===== config.mk =====
export PLATFORM = sky130hd
export DESIGN_NAME = recv_stream_merge
export DESIGN_NICKNAME = d
export VERILOG_FILES = /design/src/rtl/recv_stream_merge.sv
export SDC_FILE = /design/constraint.sdc
export NUM_CORES = 1
export LEC_CHECK = 0
export CAP_MARGIN = 20
export CORE_MARGIN = 2
export CORE_UTILIZATION = 45
export DETAILED_ROUTE_END_ITERATION = 10
export GPL_TIMING_DRIVEN = 0
export PLACE_DENSITY = 0.82
export SKIP_CTS_REPAIR_TIMING = 1
export SKIP_LAST_GASP = 1
export SLEW_MARGIN = 10
export SYNTH_ARGS = -nofsm -noshare
export SYNTH_HDL_FRONTEND = slang
export SYNTH_SLANG_ARGS = --single-unit

===== constraint.sdc =====
create_clock -name m_axis_aclk -period 3.35 [get_ports m_axis_aclk]
set_input_delay 0.8375 -clock m_axis_aclk [delete_from_list [all_inputs] [get_ports m_axis_aclk]]
set_output_delay 0.8375 -clock m_axis_aclk [all_outputs]
set_load 0.1 [all_outputs]

===== src/rtl/recv_stream_merge.sv =====
// Round-robin merge of Channel 64-bit receive streams into one packetised output stream.
// A hold register feeds the output register; packets close on length, idle timeout or flush.
module recv_stream_merge #(
    parameter int unsigned Channel = 4,
    parameter int unsigned MAX_PKT = 256,
    parameter int unsigned TIMEOUT = 1024
) (
    input  logic                      m_axis_aclk,
    input  logic                      m_axis_areset,
    input  logic [Channel*64-1:0]     s_axis_tdata,
    input  logic [Channel-1:0]        s_axis_tvalid,
    output logic [Channel-1:0]        s_axis_tready,
    input  logic                      flush,
    output logic [63:0]               m_axis_tdata,
    output logic                      m_axis_tvalid,
    output logic                      m_axis_tlast,
    input  logic                      m_axis_tready
);

    localparam int unsigned PTR_W = (Channel > 1) ? $clog2(Channel) : 1;

    logic [63:0]      out_data_q, out_data_d;
    logic             out_valid_q, out_valid_d;
    logic             out_last_q, out_last_d;
    logic [63:0]      hold_data_q, hold_data_d;
    logic             hold_valid_q, hold_valid_d;
    logic [PTR_W-1:0] rr_ptr_q, rr_ptr_d;
    logic [15:0]      beat_cnt_q, beat_cnt_d;
    logic [15:0]      idle_cnt_q, idle_cnt_d;
    logic             flush_pend_q, flush_pend_d;

    logic [PTR_W-1:0] grant;
    logic             any_valid;
    logic [63:0]      grant_data;
    logic             out_free;
    logic             accept;
    logic             flush_act;
    logic             force_last;
    logic             move;

    always_comb begin
        grant     = '0;
        any_valid = 1'b0;
        for (int unsigned i = 0; i < Channel; i++) begin
            if (!any_valid && s_axis_tvalid[(32'(rr_ptr_q) + i) % Channel]) begin
                any_valid = 1'b1;
                grant     = PTR_W'((32'(rr_ptr_q) + i) % Channel);
            end
        end
        grant_data = s_axis_tdata[32'(grant)*64 +: 64];
    end

    // A flush pulse counts immediately so a word leaving in the same cycle carries tlast.
    assign flush_act  = flush_pend_q || (flush && hold_valid_q);
    assign out_free   = !out_valid_q || m_axis_tready;
    assign accept     = any_valid && (!hold_valid_q || out_free);
    assign force_last = (beat_cnt_q == 16'(MAX_PKT - 1)) ||
                        (idle_cnt_q == 16'(TIMEOUT - 1)) || flush_act;
    assign move       = hold_valid_q && out_free && (accept || force_last);

    always_comb begin
        s_axis_tready = '0;
        if (accept && !m_axis_areset) begin
            s_axis_tready[grant] = 1'b1;
        end
    end

    always_comb begin
        out_data_d   = out_data_q;
        out_valid_d  = out_valid_q;
        out_last_d   = out_last_q;
        hold_data_d  = hold_data_q;
        hold_valid_d = hold_valid_q;
        rr_ptr_d     = rr_ptr_q;
        beat_cnt_d   = beat_cnt_q;
        idle_cnt_d   = idle_cnt_q;
        flush_pend_d = flush_pend_q;

        if (move) begin
            out_data_d  = hold_data_q;
            out_valid_d = 1'b1;
            out_last_d  = force_last;
            beat_cnt_d  = force_last ? '0 : beat_cnt_q + 16'd1;
        end else if (out_free) begin
            out_valid_d = 1'b0;
        end

        if (accept) begin
            hold_data_d  = grant_data;
            hold_valid_d = 1'b1;
            rr_ptr_d     = PTR_W'((32'(grant) + 1) % Channel);
        end else if (move) begin
            hold_valid_d = 1'b0;
        end

        if (accept || move || !hold_valid_q) begin
            idle_cnt_d = '0;
        end else if (idle_cnt_q != 16'(TIMEOUT - 1)) begin
            idle_cnt_d = idle_cnt_q + 16'd1;
        end

        if (move) begin
            flush_pend_d = 1'b0;
        end else if (flush && hold_valid_q) begin
            flush_pend_d = 1'b1;
        end
    end

    always_ff @(posedge m_axis_aclk) begin
        if (m_axis_areset) begin
            out_data_q   <= '0;
            out_valid_q  <= 1'b0;
            out_last_q   <= 1'b0;
            hold_data_q  <= '0;
            hold_valid_q <= 1'b0;
            rr_ptr_q     <= '0;
            beat_cnt_q   <= '0;
            idle_cnt_q   <= '0;
            flush_pend_q <= 1'b0;
        end else begin
            out_data_q   <= out_data_d;
            out_valid_q  <= out_valid_d;
            out_last_q   <= out_last_d;
            hold_data_q  <= hold_data_d;
            hold_valid_q <= hold_valid_d;
            rr_ptr_q     <= rr_ptr_d;
            beat_cnt_q   <= beat_cnt_d;
            idle_cnt_q   <= idle_cnt_d;
            flush_pend_q <= flush_pend_d;
        end
    end

    assign m_axis_tdata  = out_data_q;
    assign m_axis_tvalid = out_valid_q;
    assign m_axis_tlast  = out_last_q;

endmodule


==> results.yml, run 1 <==
power:
  internal_power_mw: 4.42
  swShare_pct: 40.6
  p_seq_share_pct: 33.4
  clkPwrFrac_pct: 24.2
  power_frac_comb_pct: 42.4
  cellLeakagePower_nw: 4.75
  power.switching_mw: 3.02
  power_density_nw_per_um2: 569
  ir_drop_mv: 0.289
setup_path:
  path_class: "input pin to output pin"
  crit_chain: "clkdlybuf4s50_1 > nor2b_2 > a21o_2 > buf_4 > nor2_4 > and2_4 > buf_8"
  worstRegToRegCells: 7
  reg2reg_from: "idle_cnt_q[9]"
  path_delay_family: "buffers and inverters"
  crit_path_max_incr_delay_ps: 530
  worstPathRequired_ps: 2510
  crit_buf_inv: 3
  cp.arrival_ps: 2490
  cp-start-kind: "input pin"
  critPathMaxFanout: 10
  endpoint_kind: "output pin"
  r2r_setup_slack_ps: 390
  cp_slowest_cell: "clkdlybuf4s50_1"
  r2r-end: "hold_valid_q"
synthesis:
  yosys_warnings: 0
  ys_ff_latch: 166
  syn-num-nets: 1326
  syn_inst: 1056
  synth_edf_count: 0
  synth.avg_cell_area_um2: 8.22
  ys_async_sr_fraction_pct: 0
  ys_types: 43
  syn_area_um2: 8680
  ys.flop_type: "dfxtp_1"
  synth-seq-area-share_pct: 38.3
sta:
  min_period_ps: 3320
  slew_headroom_pct: 26.9
  finClkSkew_ps: 13.9
  hold_slack_ps: 458
  setup_viol: 0
  fmax_mhz: 301
  drv_slew: 0
  timing.final.crit_share_pct: 99.2
  worstMarginPinSlew_ps: 1090
  hold_violations: 0
finish:
  nets: 1686
  seq_area_um2: 3320
  syn_to_final_growth_pct: 50.8
  drive_gt1_share_pct: 5.39
  fillers: 1533
  multiInputGateArea_um2: 4930
  instances_no_fill: 1690
placed_design:
  port_buffers: 333
  place_inst: 1649
  gp_congestion: 0.926
  hpwl_mm: 26.2
clock_network:
  cts-root-buf: "clkbuf_16"
  cts_buffers: 17
  cts_tree: "built"
  htreeDepth: 4
  insertion_delay_ps: 440
  clkTransAtPathRegs_ps: 60
  clock_sinks: 166
  clockBufferDepth: 2
global_route:
  gr-total-overflow: 0
  grt_pass1_wl_mm: 51.4
  grt_pass1_vias: 9486
  antenna_found_initial: 1
  grt_max_degree: 17
  grt_usage_pct: 32.6
detailed_routing:
  routed_wl_mm: 34.7
  wl_per_cell_um: 20.6
  via_per_inst: 5.95
  drc: 0
  first_iter_violations: 813
  num_vias: 10100
  first_pass_iters: 5
  final_antenna_net_count: 0
floorplan:
  core_area_um2: 18800
  start_util_pct: 46.1
  die_h_um: 143
  dieArea_um2: 20400
  num_io_pins: 334
  fp-row-count: 50
  die_w_um: 143
min_path:
  hp-start: "idle_cnt_q[6]"
  hold_path.class: "flip-flop to flip-flop"
  min_to: "idle_cnt_q[6]"
  whs_path_depth: 1
outcome:
  status: "complete, no violations"
run:
  maxCapViolations: 0
-- through the flow --
| stage | TNS (ps) | util, % | instance area, um^2 | total power, mW | setup WS (ps) |
|---|---|---|---|---|---|
| floorplan | 0 | - | 8700 | 4.43 | 66.3 |
| global placement | -28620 | 65.6 | 12400 | 5.45 | -1800 |
| CTS | -8330 | 68.5 | 12900 | 7.26 | -1840 |
| global route | -113 | 69.5 | 13100 | 7.75 | -48.1 |
| finish | 0 | 69.5 | 13100 | 7.44 | 26.1 |
| detailed placement | -30490 | 65.6 | 12400 | 5.48 | -1840 |
-- power groups by stage --
| stage | registers, mW | clock network [mW] | logic [mW] |
|---|---|---|---|
| floorplan | 3.06 | 0 | 1.37 |
| global placement | 2.51 | 0 | 2.94 |
| detailed placement | 2.51 | 0 | 2.97 |
| CTS | 2.47 | 1.80 | 2.99 |
| global route | 2.51 | 1.88 | 3.35 |
| finish | 2.49 | 1.80 | 3.15 |
-- sequential cells by signal, indices dropped and copies added, names as in the netlist --
register and count:
hold_valid_q 1, rr_ptr_q 2, hold_data_q 64, flush_pend_q 1
idle_cnt_q 16, beat_cnt_q 16, m_axis_tlast 1, m_axis_tdata 64
m_axis_tvalid 1
-- layout by cell type, fill, tap and decap left out, drive strengths merged, types with 2 or more instances in the layout --
| cell type | netlist | routed |
|---|---|---|
| xor2 | 5 | 5 |
| nor3b | 2 | 2 |
| clkbuf | 110 | 129 |
| o21ai | 72 | 72 |
| and2 | 10 | 10 |
| a21oi | 86 | 86 |
| nor2 | 22 | 22 |
| and4 | 5 | 5 |
| nor4 | 2 | 2 |
| clkdlybuf4s50 | 0 | 325 |
| nand2 | 15 | 15 |
| nand2b | 4 | 4 |
| ha | 6 | 6 |
| or2 | 2 | 2 |
| nand4 | 8 | 8 |
| nor3 | 6 | 6 |
| clkinvlp | 0 | 2 |
| nand3b | 65 | 65 |
| buf | 10 | 27 |
| nand3 | 77 | 77 |
| o31ai | 71 | 71 |
| or3 | 5 | 5 |
| or4 | 12 | 12 |
| clkinv | 0 | 7 |
| inv | 6 | 8 |
| a2111oi | 2 | 2 |
| nor2b | 5 | 5 |
| and3 | 132 | 132 |
| a211oi | 131 | 131 |
| dfxtp | 166 | 166 |
| xnor2 | 7 | 7 |
| a21o | 3 | 3 |
| o41ai | 2 | 2 |
-- how the worst max path moves through the flow --
stage / startpoint / endpoint / slack, ps / cells past startpoint
finish: m_axis_tready / s_axis_tready[3] / 30 / 7
global route: s_axis_tvalid[0] / s_axis_tready[0] / -50 / 9
CTS: s_axis_tvalid[0] / s_axis_tready[2] / -1840 / 7
detailed placement: s_axis_tvalid[0] / s_axis_tready[2] / -1840 / 7
global placement: s_axis_tvalid[0] / s_axis_tready[2] / -1800 / 7
floorplan: s_axis_tvalid[0] / s_axis_tready[2] / 70 / 6
-- routing by layer --
metal	up-vias	global-route usage (%)	wire length (um)
li1	4751	-	-
met4	2	12.7	1410
met1	4729	41.1	14000
met3	100	7.48	2570
met5	-	0	13
met2	475	54.3	16700
-- final cells by class --
cell class                      count  area share [%]
Antenna cell                        1          0.0191
Buffer                            119            3.83
Clock buffer                       21            3.52
Clock inverter                     11           0.574
Inverter                            6           0.172
Multi-Input combinational cell    764            37.7
Sequential cell                   166            25.4
Tap cell                          260            2.49
Timing Repair Buffer              342            26.3
-- synthesized netlist by cell type (2+ instances only) --
library cell  number  area [um^2]
dfxtp_1          166         3320
and3_1           132          826
a211oi_1         131          983
clkbuf_1         110          413
a21oi_1           86          430
nand3_1           77          385
o21ai_0           71          355
o31ai_1           71          533
nand3b_1          65          488
nor2_1            22         82.6
nand2_1           15         56.3
or4_1             11         82.6
and2_1            10         62.6
nand4_1            8         50.1
xnor2_1            7         61.3
buf_2              6         30.0
ha_1               6         75.1
inv_1              6         22.5
nor3_1             6         30.0
nor2b_1            5         31.3
or3_1              5         31.3
xor2_1             5         43.8
and4_1             4         35.0
nand2b_1           4         25.0
a21o_1             3         22.5
a2111oi_0          2         17.5
buf_1              2         7.51
nor3b_1            2         15.0
nor4_1             2         12.5
o41ai_1            2         17.5
or2_2              2         12.5
-- kinds of logic after synthesis --
group	after synthesis	synth area share, %
flip-flops	166	38.3
AND/OR/NAND/NOR	375	26.2
multiplexers	1	0.115
adder cells (fa/ha/maj)	6	0.865
XOR/XNOR	12	1.21
buffers and inverters	126	5.67
AO/OA/AOI/OAI	370	27.6
-- worst register-to-register path, delay by kind of cell, from the launching register on --
family,cells,cell delay [ps]
simple gates,4,1560
flops,1,400
compound gates,1,350
buf+inv,2,510
Power figures use the tool's default switching activity.
==> run 2, diff against run 1 <==
- CAP_MARGIN: 20 -> 10
==> results of run 2 <==
The final DEF is identical to that of run 1; final timing and power are the same.
